<file path="config.mk">
export PLATFORM = sky130hd
export DESIGN_NAME = vector_instr_sequencer
export DESIGN_NICKNAME = d
export VERILOG_FILES = /design/src/rtl/vector_instr_sequencer.sv
export SDC_FILE = /design/constraint.sdc
export NUM_CORES = 1
export LEC_CHECK = 0
export CORE_MARGIN = 2
export CORE_UTILIZATION = 25
export DETAILED_ROUTE_END_ITERATION = 6
export SLEW_MARGIN = 20
export SYNTH_ARGS = -nofsm -noshare
export SYNTH_HDL_FRONTEND = slang
export SYNTH_SLANG_ARGS = --single-unit
</file>
<file path="constraint.sdc">
create_clock -name clk -period 3.22 [get_ports clk]
set_input_delay 0.644 -clock clk [delete_from_list [all_inputs] [get_ports clk]]
set_output_delay 0.644 -clock clk [all_outputs]
set_load 0.01 [all_outputs]
</file>
<file path="src/rtl/vector_instr_sequencer.sv">
// Issues a stored program of ADD/MUL/LOAD/STORE vector instructions one at a time,
// holding the issued fields through a per-class latency window. Define SEQ_LOOP_EN for multi-pass runs.
module vector_instr_sequencer #(
  parameter int AW      = 4,
  parameter int ALU_LAT = 4,
  parameter int MEM_LAT = 2
) (
  input  logic          clk,
  input  logic          rst,
  input  logic          prog_we,
  input  logic [AW-1:0] prog_addr,
  input  logic [8:0]    prog_data,
  input  logic [AW:0]   prog_len,
  input  logic          start,
`ifdef SEQ_LOOP_EN
  input  logic [7:0]    loop_count,
`endif
  output logic          busy,
  output logic          done,
  output logic [1:0]    opcode,
  output logic [1:0]    reg_address,
  output logic [4:0]    memory_address,
  output logic          issue_valid,
  input  logic          issue_ready
);

  localparam int DEPTH   = 2**AW;
  localparam int PW      = AW + 1;
  localparam int MAX_LAT = (ALU_LAT > MEM_LAT) ? ALU_LAT : MEM_LAT;
  localparam int CW      = $clog2(MAX_LAT + 1);

  localparam logic [PW-1:0] DEPTH_L = {1'b1, {AW{1'b0}}};
  localparam logic [PW-1:0] PC_ONE  = PW'(1);
  localparam logic [CW-1:0] CNT_ONE = CW'(1);

  typedef enum logic [2:0] {
    S_IDLE,
    S_FETCH,
    S_ISSUE,
    S_WAIT,
    S_DONE
  } state_t;

  state_t        r_state;
  state_t        w_next;
  logic [8:0]    r_mem [DEPTH];
  logic [8:0]    r_word;
  logic [PW-1:0] r_pc;
  logic [PW-1:0] r_len;
  logic [PW-1:0] w_len_clamped;
  logic [CW-1:0] r_cnt;
  logic          w_last_wait;
  logic          w_last_instr;
  logic          w_final_pass;

  assign w_len_clamped = (prog_len > DEPTH_L) ? DEPTH_L : prog_len;
  assign w_last_wait   = (r_state == S_WAIT) && (r_cnt == CNT_ONE);
  assign w_last_instr  = (r_pc == r_len - PC_ONE);

`ifdef SEQ_LOOP_EN
  logic [7:0] r_loops;
  assign w_final_pass = (r_loops == 8'd0);
`else
  assign w_final_pass = 1'b1;
`endif

  // NOTE: the program RAM has no reset, so a loaded program survives rst and can be rerun.
  always_ff @(posedge clk) begin
    if (prog_we && (r_state == S_IDLE)) begin
      r_mem[prog_addr] <= prog_data;
    end
  end

  always_ff @(posedge clk) begin
    if (rst) begin
      r_state <= S_IDLE;
    end else begin
      r_state <= w_next;
    end
  end

  // NOTE: every combinational output gets a default first so no path leaves a latch behind.
  always_comb begin
    w_next = r_state;
    unique case (r_state)
      S_IDLE:  if (start) w_next = (prog_len == '0) ? S_DONE : S_FETCH;
      S_FETCH: w_next = S_ISSUE;
      S_ISSUE: if (issue_ready) w_next = S_WAIT;
      S_WAIT:  if (w_last_wait) w_next = (w_last_instr && w_final_pass) ? S_DONE : S_FETCH;
      S_DONE:  w_next = S_IDLE;
      default: w_next = S_IDLE;
    endcase
  end

  always_comb begin
    busy        = 1'b0;
    done        = 1'b0;
    issue_valid = 1'b0;
    unique case (r_state)
      S_FETCH, S_WAIT: busy = 1'b1;
      S_ISSUE: begin
        busy        = 1'b1;
        issue_valid = 1'b1;
      end
      S_DONE:  done = 1'b1;
      default: ;
    endcase
  end

  // r_word doubles as the registered RAM read port and the held issue fields.
  always_ff @(posedge clk) begin
    if (rst) begin
      r_word  <= '0;
      r_pc    <= '0;
      r_len   <= '0;
      r_cnt   <= '0;
`ifdef SEQ_LOOP_EN
      r_loops <= '0;
`endif
    end else begin
      case (r_state)
        S_IDLE: begin
          if (start) begin
            r_len   <= w_len_clamped;
            r_pc    <= '0;
`ifdef SEQ_LOOP_EN
            r_loops <= loop_count;
`endif
          end
        end
        S_FETCH: r_word <= r_mem[r_pc[AW-1:0]];
        S_ISSUE: begin
          if (issue_ready) begin
            r_cnt <= r_word[8] ? CW'(MEM_LAT) : CW'(ALU_LAT);
          end
        end
        S_WAIT: begin
          r_cnt <= r_cnt - CNT_ONE;
          if (w_last_wait && !w_last_instr) begin
            r_pc <= r_pc + PC_ONE;
          end else if (w_last_wait && !w_final_pass) begin
            r_pc    <= '0;
`ifdef SEQ_LOOP_EN
            r_loops <= r_loops - 8'd1;
`endif
          end
        end
        default: ;
      endcase
    end
  end

  assign opcode         = r_word[8:7];
  assign reg_address    = r_word[6:5];
  assign memory_address = r_word[4:0];

endmodule

</file>
==> results.toml, run 1 <==
[timing]
clock_skew_ns = 0.00910
drv_slew = 0
setup_ws_ns = 0.788
timing.fmax_mhz = 411
hold_viol_final = 0
fin_setup_tns_ns = 0
slew_headroom = 0.475
worst_pin_slew_ns = 0.787
rsz0062_at_grt = "no"
fin_crit_ns = 2.43
finalCritPeriodShare = 0.755
finalSetupViolCount = 0
holdWs_ns = 0.457

[place]
dp_hpwl_um = 9680
dp_slack_ns = 0.754
post-place-cells = 768
io_buffers = 34
gp_congestion = 0.822

[hold_path]
min-delay-path-class = "reg -> reg"
whs_path_depth = 2
min_from = "r_word[6]"
min_to = "r_word[6]"

[detailed_routing]
vias = 3621
post_drt_wl_per_cell_um = 17.8
drt_iter0_markers = 368
first_pass_iters = 5
drc = 0
vias_per_cell = 4.54
ant_nets = 0
wirelength_um = 14200

[global_routing]
grt_pass1_wl_um = 22000
grt_max_degree = 30
overflow = 0
grt_pass1_vias = 3806
grtUsageTotal = 0.104
antenna_found_initial = 0

[floorplan]
die_w_um = 170
core_mm2 = 0.0270
start_util = 0.256
rows = 60
die_area_mm2 = 0.0290
die_h_um = 170
ios = 35

[power_and_ir_drop]
vdd_drop_max_v = 0.000476
p_per_area_mw_per_mm2 = 542
p_int_w = 0.00350
switchingPower_w = 0.000989
p_comb_frac = 0.051
clock_power_share = 0.404
seqPwrFrac = 0.545
p_sw_frac = 0.220
total_leakage_power_nw = 2.58

[clock_network]
postCtsResizedCells = 0
clock_sinks = 169
clk_pin_slew_ns = 0.06
numCtsBuffers = 17
cts_tree = "yes"
post_cts_buffers = 0
htreeDepth = 4
clk-insertion-delay-late_ns = 0.42
clock-root-buffer = "clkbuf_16"
clockBufferDepth = 2
cts_hold_buf = 0

[logic_synthesis]
ys_seq_area_frac = 0.698
ys_seq_elements = 169
avgSynthCellArea_um2 = 17.7
yosys_warnings = 0
synth_area_mm2 = 0.00691
yosys.area.top_type = "edfxtp_1"
syn_nets = 417
ys_types = 40
synth-edff-count = 144
ys_top_cells_by_area = "edfxtp_1 63%, mux4_1 9.1%, dfxtp_1 7.2%, mux4_2 6.8%, nor2_1 1.6%"
synthFlopType = "edfxtp_1"
async_reset_ff_frac = 0
synth_top_area_frac = 0.626
synthTopCellsByCount = "144 x edfxtp_1, 29 x nor2_1, 25 x dfxtp_1"
syn_inst = 390
synth_most_common_cell = "edfxtp_1"

[finish]
nets = 473
area_growth_syn_to_layout_pct = 19.8
antenna_cells = 0
finalNonFillerCells = 798
drive_gt1_frac = 0.162

[setup_path]
required_ns = 2.58
timing_worst_setup_path_type = "reg -> out"
cp_data_arrival_time_ns = 1.79
reg2reg_slack_ns = 0.86
timing.rr.start = "r_pc[0]"
reg2reg_depth = 5
cp-end-kind = "primary output"
cp-start-kind = "register"
r2r-end = "r_word[3]"
path_max_fanout = 11

[outcome]
status = "completed"

[run]
drv_cap = 0
cells in the final DEF (no fill, tap or decap), drive strengths merged, types with 2 or more instances in the layout:
cell type,instances
a21oi,8
clkinvlp,3
clkdlybuf4s50,34
edfxtp,144
clkbuf,17
buf,21
ha,4
a31oi,3
nor3,7
nor3b,5
and2,2
clkinv,14
o21ai,14
inv,10
xnor2,3
or3,3
nor4,2
nand2b,6
xor2,2
nand3b,2
nand2,19
a211oi,3
nor2,29
dfxtp,25
nor2b,7
mux4,45
o211ai,4
nand3,8
and3b,2
state kept, by name (all words and copies together), names as in the netlist:
name / count
r_mem: 144
r_cnt: 3
r_word: 9
r_state: 3
r_pc: 5
r_len: 5
worst max path at each step:
| stage | start | endpoint | slack, ns | depth (start not counted) |
|---|---|---|---|---|
| CTS | r_state[2] | issue_valid | 0.77 | 3 |
| detailed placement | prog_we | r_mem[0][5] | 0.75 | 5 |
| floorplan | r_state[2] | r_mem[0][0] | 0.98 | 5 |
| finish | r_state[0] | issue_valid | 0.79 | 3 |
| global placement | prog_we | r_mem[0][2] | 0.80 | 5 |
| global route | r_state[0] | issue_valid | 0.69 | 3 |
per-layer routing:
metal,GRT usage,share of wire,vias to the layer above
met5,0,0,-
met4,0.0349,0.0079,0
met3,0.0365,0.070,9
met2,0.162,0.48,95
met1,0.135,0.44,1838
li1,-,-,1679
logic make-up after synthesis:
family / after synthesis / share of synthesized area
and+or+nand+nor: 96 / 0.0697
xor gates and xnor gates: 5 / 0.00634
muxes: 46 / 0.161
adders and majority gates: 4 / 0.00724
AOI/OAI and AO/OA: 38 / 0.0346
DFF: 169 / 0.698
buffers and inverters: 32 / 0.0228
power by group through the flow:
stage	Combinational [W]	Clock [W]	Sequential [W]
after CTS	0.000232	0.00186	0.00245
after global placement	0.000221	0	0.00249
after global routing	0.000253	0.00196	0.00245
final	0.000229	0.00181	0.00244
after floorplan	0.000115	0	0.00248
after detailed placement	0.000231	0	0.00249
worst max-delay path: stages, from the launching register on:
cell and delay (ns):
dfxtp_1 0.40, nor2_1 0.27, and2_1 0.17, clkdlybuf4s50_1 0.53
through the flow:
| step | util | total power, W | cell area (um^2) |
|---|---|---|---|
| 4_1_cts | 0.306 | 0.00453 | 8280 |
| 3_3_place_gp | 0.287 | 0.00271 | 7760 |
| 3_5_place_dp | 0.287 | 0.00272 | 7760 |
| 6_report | 0.306 | 0.00449 | 8280 |
| 2_1_floorplan | - | 0.00260 | 6910 |
| 5_1_grt | 0.306 | 0.00466 | 8280 |
final cells by class:
type | count | area [um^2]
Clock buffer | 17 | 425
Clock inverter | 13 | 96.3
Multi-Input combinational cell | 189 | 1930
Sequential cell | 169 | 4830
Timing Repair Buffer | 55 | 523
Tap cell | 341 | 427
Fill cell | 2624 | 18700
Inverter | 14 | 52.6
Note: power is estimated with default switching activity, not from simulation.
==> run 2: changes to the inputs <==
Clock period 3.22 ns to 2.2 ns, I/O delays scaled along.
==> run 2 against run 1 <==
Against the previous run:
- sequential share of layout area decreased by 0.67 points
- worst setup slack worse by 0.69 ns
- design area rose by 1.2%
- critical endpoint is now r_pc[2]
==> results.toml, run 2 (same netlist as run 1, synthesis figures left out) <==
[finish]
layout_commonest_cell = "edfxtp_1"
multi_input_area_mm2 = 0.00195
largest-register = "r_mem"
drive_gt1_frac = 0.173
largest_reg_flops = 144
stdcell_area_mm2 = 0.00838
final_cell_mix = "144 x edfxtp_1, 32 x clkdlybuf4s50_1, 27 x nor2_1"
num-fill-cells = 2624
seqCellArea_mm2 = 0.00483
top_regs = "r_mem x144, r_word x9"
area_growth_syn_to_layout_pct = 21.2
nets = 477
antenna_cells = 0

[setup_path]
cp-end-kind = "register"
path_max_fanout = 5
timing_worst_setup_path_type = "reg -> reg"
critPathTopFamily = "compound AO/OA/AOI/OAI gates"
cp_data_arrival_time_ns = 2.38
cp.depth = 7
slowest_stage = "a311o_1"
path_buf_inv = 1
slowest_delay_ns = 0.46
required_ns = 2.49
reg2reg_depth = 7
path_cells = "inv_1, ha_1, nor2b_1, or3_1, a311o_1, a31oi_1, a211oi_1"
cp-start-kind = "register"

[floorplan]
die_w_um = 170
die_h_um = 170
die_area_mm2 = 0.0290
ios = 35
rows = 60
core_mm2 = 0.0270
start_util = 0.256

[timing]
holdWs_ns = 0.449
fin_crit_ns = 2.10
hold_viol_final = 0
fin_setup_tns_ns = 0
rsz0062_at_grt = "yes"
finalCritPeriodShare = 0.953
drv_slew = 0
worst_pin_slew_ns = 0.710
timing.fmax_mhz = 477
slew_headroom = 0.526
clock_skew_ns = 0.00667
setup_ws_ns = 0.103
finalSetupViolCount = 0

[clock_network]
clock_sinks = 169
clk-insertion-delay-late_ns = 0.42
clockBufferDepth = 2
clk_pin_slew_ns = 0.06
clock-root-buffer = "clkbuf_16"
numCtsBuffers = 17
post_cts_buffers = 0
cts_tree = "yes"
htreeDepth = 4

[detailed_routing]
post_drt_wl_per_cell_um = 18.1
wirelength_um = 14500
first_pass_iters = 5
drt_iter0_markers = 305
ant_nets = 0
drc = 0
vias_per_cell = 4.50
vias = 3614

[global_routing]
overflow = 0
antenna_found_initial = 0
grtUsageTotal = 0.104
grt_pass1_wl_um = 21700
grt_pass1_vias = 3706
grt_max_degree = 41

[power_and_ir_drop]
vdd_drop_max_v = 0.000495
p_comb_frac = 0.055
total_leakage_power_nw = 2.66
switchingPower_w = 0.00144
p_per_area_mw_per_mm2 = 799
total_power_w = 0.00669
seqPwrFrac = 0.533
clock_power_share = 0.412
p_sw_frac = 0.215
p_int_w = 0.00526

[hold_path]
whs_path_depth = 2
min-delay-path-class = "reg -> reg"

[outcome]
status = "completed"

[place]
gp_congestion = 0.769
io_buffers = 34
dp_slack_ns = -0.0477
dp_hpwl_um = 9890
postPlaceCellArea_mm2 = 0.00780

[run]
drv_cap = 0
## run 2: path summary, 6_finish.rpt
check / startpoint / slack (ns) / endpoint
worst max register to register: r_len[0] / 0.10 / r_pc[2]
worst min register to register: r_word[3] / 0.45 / r_word[3]
worst max-delay path: r_len[0] / 0.10 / r_pc[2]
worst min-delay path: r_word[3] / 0.45 / r_word[3]
## run 2: layout make-up
type,count,area share
multi-input combinational,189,0.233
inverter,14,0.00627
clock buffer,18,0.0512
sequential,169,0.576
tap,341,0.0509
timing repair buffer,59,0.0681
clock inverter,14,0.0145
## run 2: through the flow
step	util	instances
after floorplan	-	390
after global placement	0.289	772
after detailed placement	0.289	772
after CTS	0.309	804
after global routing	0.310	804
final	0.310	804
## run 2: what timing repair did
action                     CTS  global route
pin swaps                    0             1
hold buffers                 0             0
gates cloned                 0             0
setup endpoints to repair    2             3
resized for setup            3             3
## run 2: routing by layer
layer,wire length [um],vias to the layer above,global-route usage
li1,-,1676,-
met1,5990,1847,0.120
met2,7640,78,0.184
met3,733,13,0.0300
met4,180,0,0.0383
met5,0,-,0
## run 2: worst min-delay path: stages, from the launching register on
cell	delay, ns
dfxtp_1	0.31
nand2_1	0.05
o21ai_1	0.05
## run 2: power groups by stage
stage	registers, W	clock network (W)	logic (W)
after floorplan	0.00363	0	0.000168
after global routing	0.00357	0.00296	0.000403
after CTS	0.00357	0.00283	0.000373
after detailed placement	0.00364	0	0.000371
final	0.00357	0.00276	0.000370
after global placement	0.00363	0	0.000353
==> run 3: changes to the inputs <==
Settings changed: ABC_CLOCK_PERIOD_IN_PS from default to 1950.
Clock period 2.2 ns to 1.95 ns, I/O delays scaled along.
==> run 3 against run 2 <==
Against the previous run:
- design area is 1.6% higher
- non-clock buffer count rose by 18
- utilization grew 0.50 points
- die area stayed put
- first-iteration DRC count decreased by 5.2%
- total power increased by 14%
- wire length grew 0.80%
- worst setup slack lost 0.095 ns
- via count increased by 3.4%
- largest cell class unchanged
- largest power group unchanged
==> results.toml, run 3 (same netlist as run 1, synthesis figures left out) <==
[finish]
num-fill-cells = 2604
multi_input_area_mm2 = 0.00194
layout_commonest_cell = "edfxtp_1"
antenna_cells = 0
stdcell_area_mm2 = 0.00851
area_growth_syn_to_layout_pct = 23.2
largest-register = "r_mem"
top_regs = "r_mem x144, r_word x9"
finalNonFillerCells = 822
nets = 495
drive_gt1_frac = 0.264
seqCellArea_mm2 = 0.00483
final_cell_mix = "144 x edfxtp_1, 40 x buf_4, 36 x mux4_2"
largest_reg_flops = 144

[clock_network]
htreeDepth = 4
clk_pin_slew_ns = 0.06
cts_tree = "yes"
clock_sinks = 169
post_cts_buffers = 0
clockBufferDepth = 2
numCtsBuffers = 17
clk-insertion-delay-late_ns = 0.41
clock-root-buffer = "clkbuf_16"

[place]
postPlaceCellArea_mm2 = 0.00796
dp_hpwl_um = 9940
post-place-cells = 790
gp_congestion = 0.764
io_buffers = 34

[floorplan]
ios = 35
die_w_um = 170
die_h_um = 170
start_util = 0.256
rows = 60
die_area_mm2 = 0.0290
core_mm2 = 0.0270

[global_routing]
grtUsageTotal = 0.107
grt_pass1_wl_um = 22800
overflow = 0
antenna_found_initial = 0
grt_max_degree = 40
grt_pass1_vias = 3937

[timing]
holdWs_ns = 0.448
finalSetupViolCount = 0
clock_skew_ns = 0.00785
timing.fmax_mhz = 515
hold_viol_final = 0
drv_slew = 0
fin_crit_ns = 1.94
rsz0062_at_grt = "yes"
slew_headroom = 0.578
worst_pin_slew_ns = 0.631
finalCritPeriodShare = 0.996

[hold_path]
min-delay-path-class = "reg -> reg"
min_from = "r_word[7]"

[detailed_routing]
wirelength_um = 14700
vias_per_cell = 4.55
ant_nets = 0
first_pass_iters = 5
vias = 3738
post_drt_wl_per_cell_um = 17.8
drc = 0
drt_iter0_markers = 289

[setup_path]
path_cells = "buf_12, mux4_1, mux4_2, clkinv_1, o21ai_1"
path_max_fanout = 20
timing_worst_setup_path_type = "reg -> reg"
critPathTopFamily = "multiplexers"
worstSetupStartpoint = "r_pc[0]"
path_buf_inv = 2
timing.rr.start = "r_pc[0]"
cp_data_arrival_time_ns = 2.23
slowest_delay_ns = 0.63
slowest_stage = "mux4_1"
cp-start-kind = "register"
cp-end-kind = "register"
required_ns = 2.24

[outcome]
status = "completed"

[power_and_ir_drop]
p_per_area_mw_per_mm2 = 898
vdd_drop_max_v = 0.000506
total_leakage_power_nw = 2.69

[run]
drv_cap = 0
-- run 3: where the power goes --
group / leakage [nW] / switching [W] / internal (W)
combinational: 0.918 / 0.000246 / 0.000193
sequential: 1.50 / 0.0000320 / 0.00399
clock: 0.273 / 0.00140 / 0.00179
-- run 3: cell type report --
class                   count  area share
multi-input cells         189       0.228
flip-flops and latches    169       0.567
repair buffers             77      0.0819
clock inverters            14      0.0165
clock buffers              18      0.0504
inverters                  14     0.00617
well taps                 341      0.0501
-- run 3: worst paths after layout --
kind	end	slack, ns	depth (start not counted)
worst max-delay path	r_word[8]	0.008	5
worst min-delay path	r_word[7]	0.45	2
worst min register to register	r_word[7]	0.45	2
worst max register to register	r_word[8]	0.008	5
-- run 3: per-layer routing --
| layer | GRT usage | wire length (um) | vias up |
|---|---|---|---|
| li1 | - | - | 1713 |
| met1 | 0.139 | 6500 | 1934 |
| met2 | 0.178 | 7290 | 89 |
| met3 | 0.0300 | 826 | 2 |
| met4 | 0.0227 | 42 | 0 |
| met5 | 0 | 0 | - |
-- run 3: through the flow --
step / TNS (ns) / util / worst slack (ns) / power [W]
final: 0 / 0.315 / 0.00798 / 0.00765
after floorplan: -1.82 / - / -0.0676 / 0.00429
after CTS: -0.0474 / 0.315 / -0.0213 / 0.00775
after detailed placement: -20.92 / 0.295 / -0.254 / 0.00454
after global placement: -14.51 / 0.295 / -0.237 / 0.00452
after global routing: -0.236 / 0.315 / -0.0651 / 0.00797
-- run 3: worst min-delay path: stages (launching register included) --
cell	delay, ns
dfxtp_1	0.31
nand2_1	0.05
o21ai_1	0.05
-- run 3: timing repair --
action,CTS,global route
setup endpoints to repair,13,25
pin swaps,3,5
gates resized for setup,15,16
hold buffers,0,0
